## config.mk

```make
export PLATFORM = sky130hd
export DESIGN_NAME = note_source_arbiter
export DESIGN_NICKNAME = d
export VERILOG_FILES = /design/src/rtl/note_source_arbiter.sv
export SDC_FILE = /design/constraint.sdc
export NUM_CORES = 1
export LEC_CHECK = 0
export CORE_MARGIN = 10
export CORE_UTILIZATION = 40
export DETAILED_ROUTE_END_ITERATION = 6
export PLACE_DENSITY = 0.73
export SETUP_SLACK_MARGIN = 0.5
export SKIP_CTS_REPAIR_TIMING = 1
export SYNTH_ARGS = -nofsm -noshare
export SYNTH_HDL_FRONTEND = slang
export SYNTH_SLANG_ARGS = --single-unit
```

## constraint.sdc

```tcl
create_clock -name clk -period 7 [get_ports clk]
set_input_delay 1.4 -clock clk [delete_from_list [all_inputs] [get_ports clk]]
set_output_delay 1.4 -clock clk [all_outputs]
set_load 0.05 [all_outputs]
```

## src/rtl/note_source_arbiter.sv

```systemverilog
// Shares one tone generator between manual keys, song player and rec player.
// Priority is manual > song > rec; every hand-over inserts a silent gap.
module note_source_arbiter #(
  parameter int GAP_CYCLES = 1000000
) (
  input  logic       clk,
  input  logic       rst,
  input  logic [7:0] manual_keys,
  input  logic       song_req,
  input  logic       song_key_on,
  input  logic [3:0] song_key,
  input  logic       rec_req,
  input  logic       rec_key_on,
  input  logic [3:0] rec_key,
  output logic       key_on,
  output logic [3:0] key,
  output logic [1:0] owner,
  output logic       song_grant,
  output logic       rec_grant,
  output logic       gap_busy
);

  localparam int CW = $clog2(GAP_CYCLES + 1);
  localparam logic [CW-1:0] LAST = CW'(GAP_CYCLES - 1);

  typedef enum logic [2:0] {
    S_IDLE,
    S_MAN,
    S_SONG,
    S_REC,
    S_GAP
  } state_t;

  state_t        r_state;
  logic [CW-1:0] r_cnt;
  logic          r_key_on;
  logic [3:0]    r_key;
  logic [1:0]    r_owner;
  logic          r_song_grant;
  logic          r_rec_grant;
  logic          r_gap_busy;

  logic          w_man_req;
  logic [3:0]    w_man_key;
  state_t        w_pick;
  state_t        w_nxt;
  logic          w_src_on;
  logic [3:0]    w_src_key;
  logic          w_hold;

  assign w_man_req = |manual_keys;

  // Lowest pressed key wins, so scan from the top down.
  always_comb begin
    w_man_key = '0;
    for (int i = 7; i >= 0; i--) begin
      if (manual_keys[i]) w_man_key = 4'(i);
    end
  end

  always_comb begin
    w_pick = S_IDLE;
    priority case (1'b1)
      w_man_req: w_pick = S_MAN;
      song_req:  w_pick = S_SONG;
      rec_req:   w_pick = S_REC;
      default:   w_pick = S_IDLE;
    endcase
  end

  always_comb begin
    w_nxt     = r_state;
    w_src_on  = 1'b0;
    w_src_key = '0;
    case (r_state)
      S_IDLE: w_nxt = w_pick;
      S_MAN: begin
        w_src_on  = w_man_req;
        w_src_key = w_man_key;
        if (!w_man_req) w_nxt = S_GAP;
      end
      S_SONG: begin
        w_src_on  = song_key_on;
        w_src_key = song_key;
        if (!song_req || (w_man_req && !song_key_on))
          w_nxt = S_GAP;
      end
      S_REC: begin
        w_src_on  = rec_key_on;
        w_src_key = rec_key;
        if (!rec_req
            || ((w_man_req || song_req) && !rec_key_on))
          w_nxt = S_GAP;
      end
      S_GAP: if (r_cnt == LAST) w_nxt = w_pick;
      default: w_nxt = S_IDLE;
    endcase
  end

  // Pass-through only while the same owner keeps the generator.
  assign w_hold = (w_nxt == r_state)
               && (r_state inside {S_MAN, S_SONG, S_REC});

  always_ff @(posedge clk or negedge rst) begin
    if (!rst) begin
      r_state      <= S_IDLE;
      r_cnt        <= '0;
      r_key_on     <= 1'b0;
      r_key        <= '0;
      r_owner      <= 2'd0;
      r_song_grant <= 1'b0;
      r_rec_grant  <= 1'b0;
      r_gap_busy   <= 1'b0;
    end else begin
      r_state  <= w_nxt;
      r_cnt    <= (r_state == S_GAP) ? r_cnt + 1'b1 : '0;
      r_key_on <= w_hold & w_src_on;
      if (w_hold && w_src_on) r_key <= w_src_key;
      case (w_nxt)
        S_MAN:   r_owner <= 2'd1;
        S_SONG:  r_owner <= 2'd2;
        S_REC:   r_owner <= 2'd3;
        default: r_owner <= 2'd0;
      endcase
      r_song_grant <= (w_nxt == S_SONG);
      r_rec_grant  <= (w_nxt == S_REC);
      r_gap_busy   <= (w_nxt == S_GAP);
    end
  end

  assign key_on     = r_key_on;
  assign key        = r_key;
  assign owner      = r_owner;
  assign song_grant = r_song_grant;
  assign rec_grant  = r_rec_grant;
  assign gap_busy   = r_gap_busy;

endmodule

```

* Word level (Yosys, flattened, before mapping) *
Cells that the tools add are included.

word-level totals
  flip-flop bits (word level) = 33
  input port bits = 22
  word-level logic and storage cells = 54

cells by class
  add/subtract/negate cells = 1
  eq/ne operators = 10
  mux-type cells = 20
  bitwise operators = 1
  reduce and logical (&&, ||, !) cells = 14

operators by type and width
  kind                                                                    number
  3-bit 2-to-1 mux                                                        7
  20-bit by 1-bit adder with 20-bit output (second input constant)        1
  20-bit equality test (second input constant)                            1
  20-bit 2-to-1 mux                                                       1
  4-bit 2-to-1 mux                                                        5
  3-bit case mux with 5 select lines                                      1
  3-bit by 2-bit equality test with 1-bit output (second input constant)  4
  4-bit case mux with 3 select lines                                      1
  8-bit OR reduction                                                      1
  3-bit by 1-bit equality test with 1-bit output (second input constant)  2
  3-bit equality test (second input constant)                             2
  2-bit 2-to-1 mux                                                        3
  2-bit case mux with 3 select lines                                      1
  1-bit logical AND                                                       4
  1-bit logical NOT                                                       4
  3-bit equality test                                                     1
  3-bit logical NOT                                                       1
  1-bit logical OR                                                        3
  1-bit case mux with 3 select lines                                      1
  3-bit nonzero test                                                      1
  1-bit AND                                                               1

* Longest topological paths before layout *
Gate-level depths: netlist (run 1).

  depth after elaboration = 9
  depth in mapped cells = 6
  mapped depth without buffers = 6

* Worst setup path after synthesis (run 1) *
Ideal clock, no wire load.

  kind = input to register
  start point = in manual_keys[4]
  end point = reg r_key[1] (netlist: key[1])
  library setup time = 0.127 ns
  arrival time = 2.904 ns
  slack = 3.969 ns
  cell stages on the path = 5
  path buffers = 0
  cells stage by stage = nor4_1 -> nand3_1 -> and3_1 -> nor4_4 -> mux2_1

on the way
  word-level cells in the longest chain between the ends = 9

ends and longest elaborated chain
  item                                line  RTL
  from (decl)                         8     input logic [7:0] manual_keys,
  8-bit OR reduction                  51    assign w_man_req = |manual_keys;
  1-bit logical OR                    92    || ((w_man_req || song_req) && !rec_key_on))
  1-bit logical AND                   92
  1-bit logical OR                    92
  3-bit 2-to-1 mux                    91    if (!rec_req
  3-bit case mux with 5 select lines  75    case (r_state)
  3-bit equality test                 101   assign w_hold = (w_nxt == r_state)
  1-bit logical AND                   102   && (r_state inside {S_MAN, S_SONG, S_REC});
  1-bit logical AND                   118   if (w_hold && w_src_on) r_key <= w_src_key;
  to (signal assigned)                118
  to (decl)                           37    logic [3:0] r_key;

Parallel ways exist; a longest one is shown, timed or not.
A chain may end at the register's enable or synchronous reset.

* Worst setup path after layout (run 1) *
Ends and elaborated chain as after synthesis.

==> impl_metrics.json, run 1 <==
{
  "outcome": "finished, final reports clean",
  "track_usage_pct": 10.29,
  "crit_start": "manual_keys[4]",
  "drc": 0,
  "whs_ns": 0.4869,
  "criticalPathCategory": "primary input to flip-flop",
  "cts_buffers": 5,
  "syn_nets": 197,
  "design.core.area_um2": 4086,
  "maximum_number_of_pins_on_one_net_before_global_route_repair": 34,
  "critical_path.reg2reg.endpoint": "r_state[1]",
  "synthToLayoutAreaGrowth_pct": 25.74,
  "layout_min_cycle_time_ns": 3.367,
  "leakagePower_uw": 0.0009034,
  "slew_headroom_pct": 50.90,
  "final_hold_viol_count": 0,
  "fp.dieH_um": 85.68,
  "timing.rr.start": "r_cnt[8]",
  "drt-vias-per-instance": 5.223,
  "post_route_cells_drive_above_1_share_pct": 7.143,
  "netlist.area_leader.share_pct": 47.86,
  "cts_h_tree_depth": 2,
  "i_o_pins": 32,
  "transition_time_at_the_pin_with_the_least_slew_margin_ns": 0.7349,
  "timing.final.setup_violations": 0,
  "vdd.ir_drop.worst_mv": 0.07836,
  "post_synth_edffs": 0,
  "max_cap_viol": 0,
  "leading_cell_types_in_the_layout_fill_and_taps_excluded": "sky130_fd_sc_hd__dfrtp_1 (33), sky130_fd_sc_hd__clkdlybuf4s50_1 (31), sky130_fd_sc_hd__nor2_1 (20)",
  "detail-route-antenna-nets": 0,
  "worst-r2r-setup-slack_ns": 4.65,
  "clk_root_buffer_cell": "sky130_fd_sc_hd__clkbuf_8",
  "place_hpwl_um": 2749,
  "grt_antenna_before_repair": 0,
  "post_synth_cell_types": 49,
  "setup_tns_final_ns": 0,
  "final.setup_skew_ns": 0.004694,
  "synth.ff_latch_count": 33,
  "synthDominantAreaCellType": "sky130_fd_sc_hd__dfrtp_1",
  "avgSynthCellArea_um2": 9.916,
  "cts_tree": "built",
  "grt-ovfl-total": 0,
  "drt_first_iter_violations": 86,
  "power.density_nw_per_um2": 159.2,
  "critPathCaptureType": "flip-flop",
  "drt-wirelength-per-cell_um": 13.92,
  "synthesis.instances": 174,
  "synthesis.area_um2": 1725,
  "worstPathArrival_ns": 3.53,
  "synth.top_cells.by_area": "sky130_fd_sc_hd__dfrtp_1 (48%), sky130_fd_sc_hd__xnor2_1 (6.1%), sky130_fd_sc_hd__nor2_1 (4.4%)",
  "synthFlopType": "sky130_fd_sc_hd__dfrtp_1",
  "layout.cells.most_common": "sky130_fd_sc_hd__dfrtp_1",
  "grt_pass1_vias": 1320,
  "grt_pass1_wl_um": 6258,
  "register_area_um2": 825.8,
  "layout.filler_cells": 374,
  "fin_cells": 260,
  "antenna-diode-count": 0,
  "clock.fmax_mhz": 297.0,
  "min_delay_worst_endpoint": "r_cnt[0]",
  "fp.dieArea_um2": 7340,
  "clk_latency_ns": 0.28,
  "gp_routability_congestion": 0.8133,
  "num_vias": 1358,
  "timing.final.max_slew_violations": 0,
  "rows": 23,
  "timing.hold.worst_path_depth": 1,
  "worst_hold_startpoint": "r_cnt[0]",
  "post_synthesis_sequential_area_ratio_pct": 47.86,
  "critPathMaxFanout": 5,
  "final.period_utilization_pct": 48.11,
  "initial_core_util_pct": 42.22,
  "worst-r2r-cell-count": 5,
  "synthesis.yosys.warnings": 0,
  "clock_sink_count": 33,
  "numPlacedInstances": 252,
  "final_nets": 232,
  "multi_input_comb_area_um2": 853.3,
  "wirelength_um": 3619,
  "totalPowerFinal_uw": 345.3,
  "die-width_um": 85.68,
  "buffers_on_ports": 31,
  "max-clock-path-buffers": 2,
  "crit_required_ns": 7.16,
  "postSynth.asyncResetShare_pct": 100.0,
  "clkSlewWorstSetupHoldPaths_ns": 0.06,
  "number_of_optimization_iterations_in_the_first_detailed_route_pass": 5,
  "rsz_0062_raised_after_global_routing": "false",
  "critical_path.startpoint_type": "primary input",
  "worstHoldPathType": "flip-flop to flip-flop"
}
layout make-up:
type,instances,share of cell area [%]
inverter,8,1.384
clock buffer,8,3.691
multi-input combinational,129,39.33
sequential,33,38.06
timing repair buffer,32,14.65
tap,50,2.884
stage by stage:
stage                     setup WS, ns  instance area (um2)  utilization, %
after floorplan                  3.969                 1725               -
after CTS                        3.625                 2170           53.09
after detailed placement         3.318                 2090           51.13
after global routing             3.407                 2170           53.09
after global placement           3.359                 2090           51.13
final                            3.633                 2170           53.09
how the worst max path moves through the flow:
stage,endpoint,cells after the start
after floorplan,key[1],5
after global placement,key[3],6
after detailed placement,key[1],6
after CTS,key[1],6
after global routing,key[2],6
final,key[1],6
worst max-delay path: stages:
cell	delay, ns
sky130_fd_sc_hd__clkdlybuf4s50_1	0.43
sky130_fd_sc_hd__nor4_1	0.51
sky130_fd_sc_hd__nand3_1	0.15
sky130_fd_sc_hd__and3_1	0.26
sky130_fd_sc_hd__nor4_4	0.40
sky130_fd_sc_hd__mux2_1	0.37
cell usage after synthesis, drive strengths merged, types with 3 or more instances:
library cell and instances:
a21boi 3, a21o 3, a21oi 10, and3 4
and4 3, clkbuf 3, dfrtp 33, inv 8
mux2 3, nand2 10, nand3 7, nor2 20
nor3 7, nor4 4, o21ai 8, or3 4
xnor2 12
kinds of logic after synthesis:
kind of cell             after synthesis  share of synthesized area, %
buffers and inverters                 12                         2.683
flip-flops                            33                         47.86
adder cells (fa/ha/maj)                1                        0.7250
multiplexers                           5                         3.118
AND/OR/NAND/NOR                       74                         23.86
AO/OA/AOI/OAI                         35                         14.65
XOR/XNOR                              14                         7.107
state kept, by name, indices dropped and copies added (netlist names):
| register | flops |
|---|---|
| key_on | 1 |
| r_cnt | 20 |
| song_grant | 1 |
| gap_busy | 1 |
| r_state | 3 |
| owner | 2 |
| key | 4 |
| rec_grant | 1 |
power by group:
part	internal [uW]	total, uW	leakage [uW]	switching, uW
Clock	70.6	134	0.0000395	63.7
Combinational	12.0	20.3	0.000433	8.33
Sequential	191	191	0.000431	0
layer usage:
metal	share of wire, %	up-vias	global-route usage, %
met5	0	-	0
met4	1.5	0	3.144
met1	47	627	12.73
met3	6.3	5	4.257
li1	-	698	-
met2	45	28	15.87
Note: power is estimated with default switching activity, not from simulation.
==> inputs of run 2 (changes only) <==
==> constraint.sdc (replaced) <==
create_clock -name clk -period 3.4 [get_ports clk]
set_input_delay 0.68 -clock clk [delete_from_list [all_inputs] [get_ports clk]]
set_output_delay 0.68 -clock clk [all_outputs]
set_load 0.05 [all_outputs]
==> impl_metrics.json, run 2 (synthesis results as in run 1) <==
{
  "outcome": "finished, final reports clean",
  "slew_headroom_pct": 54.81,
  "detail-route-antenna-nets": 0,
  "transition_time_at_the_pin_with_the_least_slew_margin_ns": 0.6762,
  "internal_power_uw": 600.1,
  "dp_slack_ns": 0.4232,
  "layout.cells.most_common": "sky130_fd_sc_hd__dfrtp_1",
  "num_vias": 1381,
  "crit_required_ns": 3.57,
  "clock_sink_count": 33,
  "buffers_on_ports": 31,
  "initial_core_util_pct": 42.22,
  "flip_flop_count_of_the_largest_register_after_layout": 20,
  "max_cap_viol": 0,
  "worstPathArrival_ns": 2.82,
  "grt-ovfl-total": 0,
  "p_sw_uw": 159.9,
  "max-clock-path-buffers": 2,
  "timing.final.setup_violations": 0,
  "power.share.sequential_pct": 51.6,
  "design.core.area_um2": 4086,
  "final.period_utilization_pct": 77.97,
  "clkSlewWorstSetupHoldPaths_ns": 0.07,
  "fp.dieArea_um2": 7340,
  "swShare_pct": 21.04,
  "rows": 23,
  "drt-wirelength-per-cell_um": 14.60,
  "drc": 0,
  "critical_path.max_stage_delay_ns": 0.53,
  "track_usage_pct": 10.54,
  "setup_tns_final_ns": 0,
  "leakagePower_uw": 0.0009236,
  "critical_path.startpoint_type": "primary input",
  "power.density_nw_per_um2": 345.7,
  "wirelength_um": 3810,
  "gp_routability_congestion": 0.7934,
  "drt-vias-per-instance": 5.291,
  "timing.final.max_slew_violations": 0,
  "grt_pass1_wl_um": 6306,
  "leading_cell_types_in_the_layout_fill_and_taps_excluded": "sky130_fd_sc_hd__dfrtp_1 (33), sky130_fd_sc_hd__clkdlybuf4s50_1 (31), sky130_fd_sc_hd__nor2_1 (20)",
  "die-width_um": 85.68,
  "critPathMaxFanout": 5,
  "final_nets": 233,
  "cp_cell_sequence": "clkdlybuf4s50_1 -> nor4_1 -> nand3_1 -> and3_1 -> nor4_4 -> mux2_1",
  "crit_slowest_cell": "sky130_fd_sc_hd__nor4_1",
  "grt_antenna_before_repair": 0,
  "final_hold_viol_count": 0,
  "layout_min_cycle_time_ns": 2.651,
  "final.setup_skew_ns": 0.002382,
  "registers.top_by_ff_count": "r_cnt",
  "fp.dieH_um": 85.68,
  "rsz_0062_raised_after_global_routing": "false",
  "i_o_pins": 32,
  "grt_pass1_vias": 1349,
  "criticalPathCategory": "primary input to flip-flop",
  "power.share.clock_pct": 42.8,
  "clock.fmax_mhz": 377.2,
  "post_route_cells_drive_above_1_share_pct": 9.005,
  "cts_buffers": 5,
  "synthToLayoutAreaGrowth_pct": 27.41,
  "maximum_number_of_pins_on_one_net_before_global_route_repair": 34,
  "clk_root_buffer_cell": "sky130_fd_sc_hd__clkbuf_8",
  "place_hpwl_um": 2775,
  "drt_first_iter_violations": 83,
  "finalWorstSetupSlack_ns": 0.7489,
  "vdd.ir_drop.worst_mv": 0.1474,
  "cts_tree": "built",
  "antenna-diode-count": 0,
  "clk_latency_ns": 0.28,
  "critPathCaptureType": "flip-flop",
  "number_of_optimization_iterations_in_the_first_detailed_route_pass": 5,
  "worstHoldPathType": "flip-flop to flip-flop",
  "cts_h_tree_depth": 2,
  "combPwrFrac_pct": 5.6
}
run 2: cell count changes in the layout (fill, tap and decap cells not counted), sizes merged:
cell / before / now
buf: 1 / 2
clkinv: 0 / 1
clkbuf: 8 / 7
run 2: path summary, 6_finish.rpt:
kind | startpoint | to | slack [ns] | cells past startpoint
worst min-delay path | r_cnt[0] | r_cnt[0] | 0.48 | 1
worst max register to register | r_cnt[8] | song_grant | 1.05 | 5
max in group asynchronous | rst | key[2] | 2.31 | 2
worst max-delay path | manual_keys[4] | key[2] | 0.75 | 6
worst min register to register | r_cnt[0] | r_cnt[0] | 0.48 | 1
min in group asynchronous | rst | r_cnt[14] | 0.79 | 2
run 2: layer usage:
metal	vias up	global-route usage, %	routed length, um
li1	701	-	-
met3	6	3.974	221
met5	-	0	0
met4	0	4.491	43
met2	33	16.76	1807
met1	641	12.42	1736
run 2: per-stage QoR:
stage	hold slack, ns	instance area (um2)	utilization, %	total power, uW	std cells
2_1_floorplan	0.3844	1725	-	405.4	174
3_3_place_gp	0.4731	2097	51.32	442.5	253
3_5_place_dp	0.4782	2097	51.32	443.0	253
4_1_cts	0.4936	2198	53.80	767.6	261
5_1_grt	0.5142	2198	53.80	790.5	261
6_report	0.4848	2198	53.80	760.0	261
run 2: power by group through the flow:
stage,sequential [uW],combinational (uW),clock (uW)
3_5_place_dp,400,43.1,0
6_report,393,42.4,325
4_1_cts,392,43.2,332
3_3_place_gp,400,42.6,0
5_1_grt,392,46.2,352
2_1_floorplan,400,5.33,0
run 2: cell type report:
| class | instances | area, um2 |
|---|---|---|
| Sequential cell | 33 | 825.8 |
| Inverter | 8 | 30.03 |
| Timing Repair Buffer | 33 | 325.3 |
| Multi-Input combinational cell | 129 | 853.3 |
| Clock inverter | 1 | 5.005 |
| Fill cell | 370 | 1888 |
| Tap cell | 50 | 62.56 |
| Clock buffer | 7 | 96.34 |
run 2: critical path: cells and delay by family:
| family | cells | cell delay [ns] |
|---|---|---|
| simple gates | 4 | 1.34 |
| mux | 1 | 0.36 |
| buf+inv | 1 | 0.44 |
==> inputs of run 3 (changes only) <==
==> constraint.sdc (replaced) <==
create_clock -name clk -period 2.6 [get_ports clk]
set_input_delay 0.52 -clock clk [delete_from_list [all_inputs] [get_ports clk]]
set_output_delay 0.52 -clock clk [all_outputs]
set_load 0.05 [all_outputs]
==> impl_metrics.json, run 3 (synthesis results as in run 1) <==
{
  "crit_slowest_cell": "sky130_fd_sc_hd__or4_4",
  "internal_power_uw": 757.2,
  "critPathCaptureType": "flip-flop",
  "gp_routability_congestion": 0.8469,
  "place_hpwl_um": 2862,
  "outcome": "finished, final reports clean",
  "final.period_utilization_pct": 86.03,
  "cts_tree": "built",
  "design.core.area_um2": 4086,
  "maximum_number_of_pins_on_one_net_before_global_route_repair": 34,
  "flip_flop_count_of_the_largest_register_after_layout": 20,
  "worstHoldPathType": "flip-flop to flip-flop",
  "critical_path.max_stage_delay_ns": 0.57,
  "timing.hold.worst_path_depth": 1,
  "worstPathArrival_ns": 2.45,
  "leading_cell_types_in_the_layout_fill_and_taps_excluded": "sky130_fd_sc_hd__dfrtp_1 (33), sky130_fd_sc_hd__clkdlybuf4s50_1 (23), sky130_fd_sc_hd__nor2_1 (20)",
  "drt_first_iter_violations": 87,
  "drt-vias-per-instance": 5.472,
  "rows": 23,
  "number_of_optimization_iterations_in_the_first_detailed_route_pass": 4,
  "timing.final.max_slew_violations": 0,
  "fp.dieH_um": 85.68,
  "dpl-instance-area_um2": 2122,
  "detail-route-antenna-nets": 0,
  "register_area_um2": 825.8,
  "num_vias": 1461,
  "wirelength_um": 4136,
  "vdd.ir_drop.worst_mv": 0.1992,
  "cts_buffers": 5,
  "transition_time_at_the_pin_with_the_least_slew_margin_ns": 0.6743,
  "cp.depth": 5,
  "slew_headroom_pct": 54.94,
  "cts_h_tree_depth": 2,
  "finalWorstSetupSlack_ns": 0.3631,
  "buffers_on_ports": 31,
  "grt_pass1_wl_um": 6762,
  "criticalPathCategory": "flip-flop to flip-flop",
  "layout.filler_cells": 357,
  "grt_pass1_vias": 1421,
  "timing.final.setup_violations": 0,
  "clk_latency_ns": 0.29,
  "critical_path.startpoint_type": "flip-flop",
  "layout_min_cycle_time_ns": 2.237,
  "drc": 0,
  "drt-wirelength-per-cell_um": 15.49,
  "i_o_pins": 32,
  "leakagePower_uw": 0.001024,
  "initial_core_util_pct": 42.22,
  "clock.fmax_mhz": 447.1,
  "max_cap_viol": 0,
  "power.density_nw_per_um2": 416.1,
  "die-width_um": 85.68,
  "grt-ovfl-total": 0,
  "finalInstanceArea_um2": 2316,
  "dp_slack_ns": -0.02441,
  "cp_cell_sequence": "or4b_1 -> or4_4 -> o32ai_2 -> a21o_2 -> a21boi_2",
  "power.share.sequential_pct": 53.3,
  "rsz_0062_raised_after_global_routing": "true",
  "fp.dieArea_um2": 7340,
  "final_nets": 239,
  "critical-path-top-delay-family": "simple AND/OR/NAND/NOR gates",
  "worst-r2r-cell-count": 5,
  "power.share.clock_pct": 40.3,
  "swShare_pct": 21.42,
  "critPathMaxFanout": 4,
  "final_hold_viol_count": 0,
  "synthToLayoutAreaGrowth_pct": 34.23,
  "layout.cells.most_common": "sky130_fd_sc_hd__dfrtp_1",
  "grt_antenna_before_repair": 1,
  "final.setup_skew_ns": 0.005208,
  "registers.top_by_ff_count": "r_cnt",
  "crit_buf_inv": 0,
  "clk_root_buffer_cell": "sky130_fd_sc_hd__clkbuf_8",
  "clkSlewWorstSetupHoldPaths_ns": 0.07,
  "max-clock-path-buffers": 2,
  "combPwrFrac_pct": 6.4,
  "post_route_cells_drive_above_1_share_pct": 13.89,
  "p_sw_uw": 206.4,
  "track_usage_pct": 11.30,
  "clock_sink_count": 33,
  "multi_input_comb_area_um2": 918.4,
  "crit_required_ns": 2.82
}
==> run 3: changes by cell type in the layout (fill, tap and decap cells not counted), sizes merged <==
cell and change:
buf +6, diode +1, dlymetal6s2s +8, clkdlybuf4s50 -8, clkinv -1
==> run 3: final timing paths <==
kind	to	startpoint	slack, ns
max	rec_grant	r_cnt[8]	0.36
max in group asynchronous	key[0]	rst	1.66
min in group asynchronous	r_cnt[16]	rst	0.63
min reg2reg	r_cnt[0]	r_cnt[0]	0.48
max reg2reg	rec_grant	r_cnt[8]	0.36
min	r_cnt[0]	r_cnt[0]	0.48
==> run 3: power by group through the flow <==
stage / Combinational (uW) / Clock, uW / Sequential [uW]
6_report: 61.9 / 388 / 513
5_1_grt: 67.5 / 424 / 513
4_1_cts: 59.3 / 400 / 513
3_5_place_dp: 59.1 / 0 / 523
3_3_place_gp: 58.7 / 0 / 523
2_1_floorplan: 7.19 / 0 / 523
==> run 3: area by class of cell <==
cell class                      instances  area share [%]
Multi-Input combinational cell        129           39.65
Inverter                                8           1.297
Clock buffer                            7           3.728
Timing Repair Buffer                   39           16.86
Antenna cell                            1          0.1080
Tap cell                               50           2.701
Sequential cell                        33           35.66
==> run 3: worst reg2reg max path: cells and delay by family, from the launching register on <==
family,cells,cell delay (ns)
DFF,1,0.41
and+or+nand+nor,2,1.10
AOI/OAI and AO/OA,3,0.66
==> run 3: stage by stage <==
stage                TNS, ns  power, uW  std cells  hold WS [ns]  util (%)
finish                     0      963.6        267        0.4808     56.67
detailed placement  -0.05412      582.0        255        0.4785     51.93
floorplan                  0      530.3        174        0.2244         -
CTS                        0      973.1        262        0.4845     54.04
global route               0       1004        267        0.5224     56.67
global placement           0      581.7        255        0.4732     51.93
==> run 3: routing by layer <==
metal	global-route usage (%)	share of wire, %	routed length [um]
met1	14.35	44	1820
met5	0	0	0
met3	3.784	5.1	209
met4	5.838	1.9	79
met2	16.55	49	2028
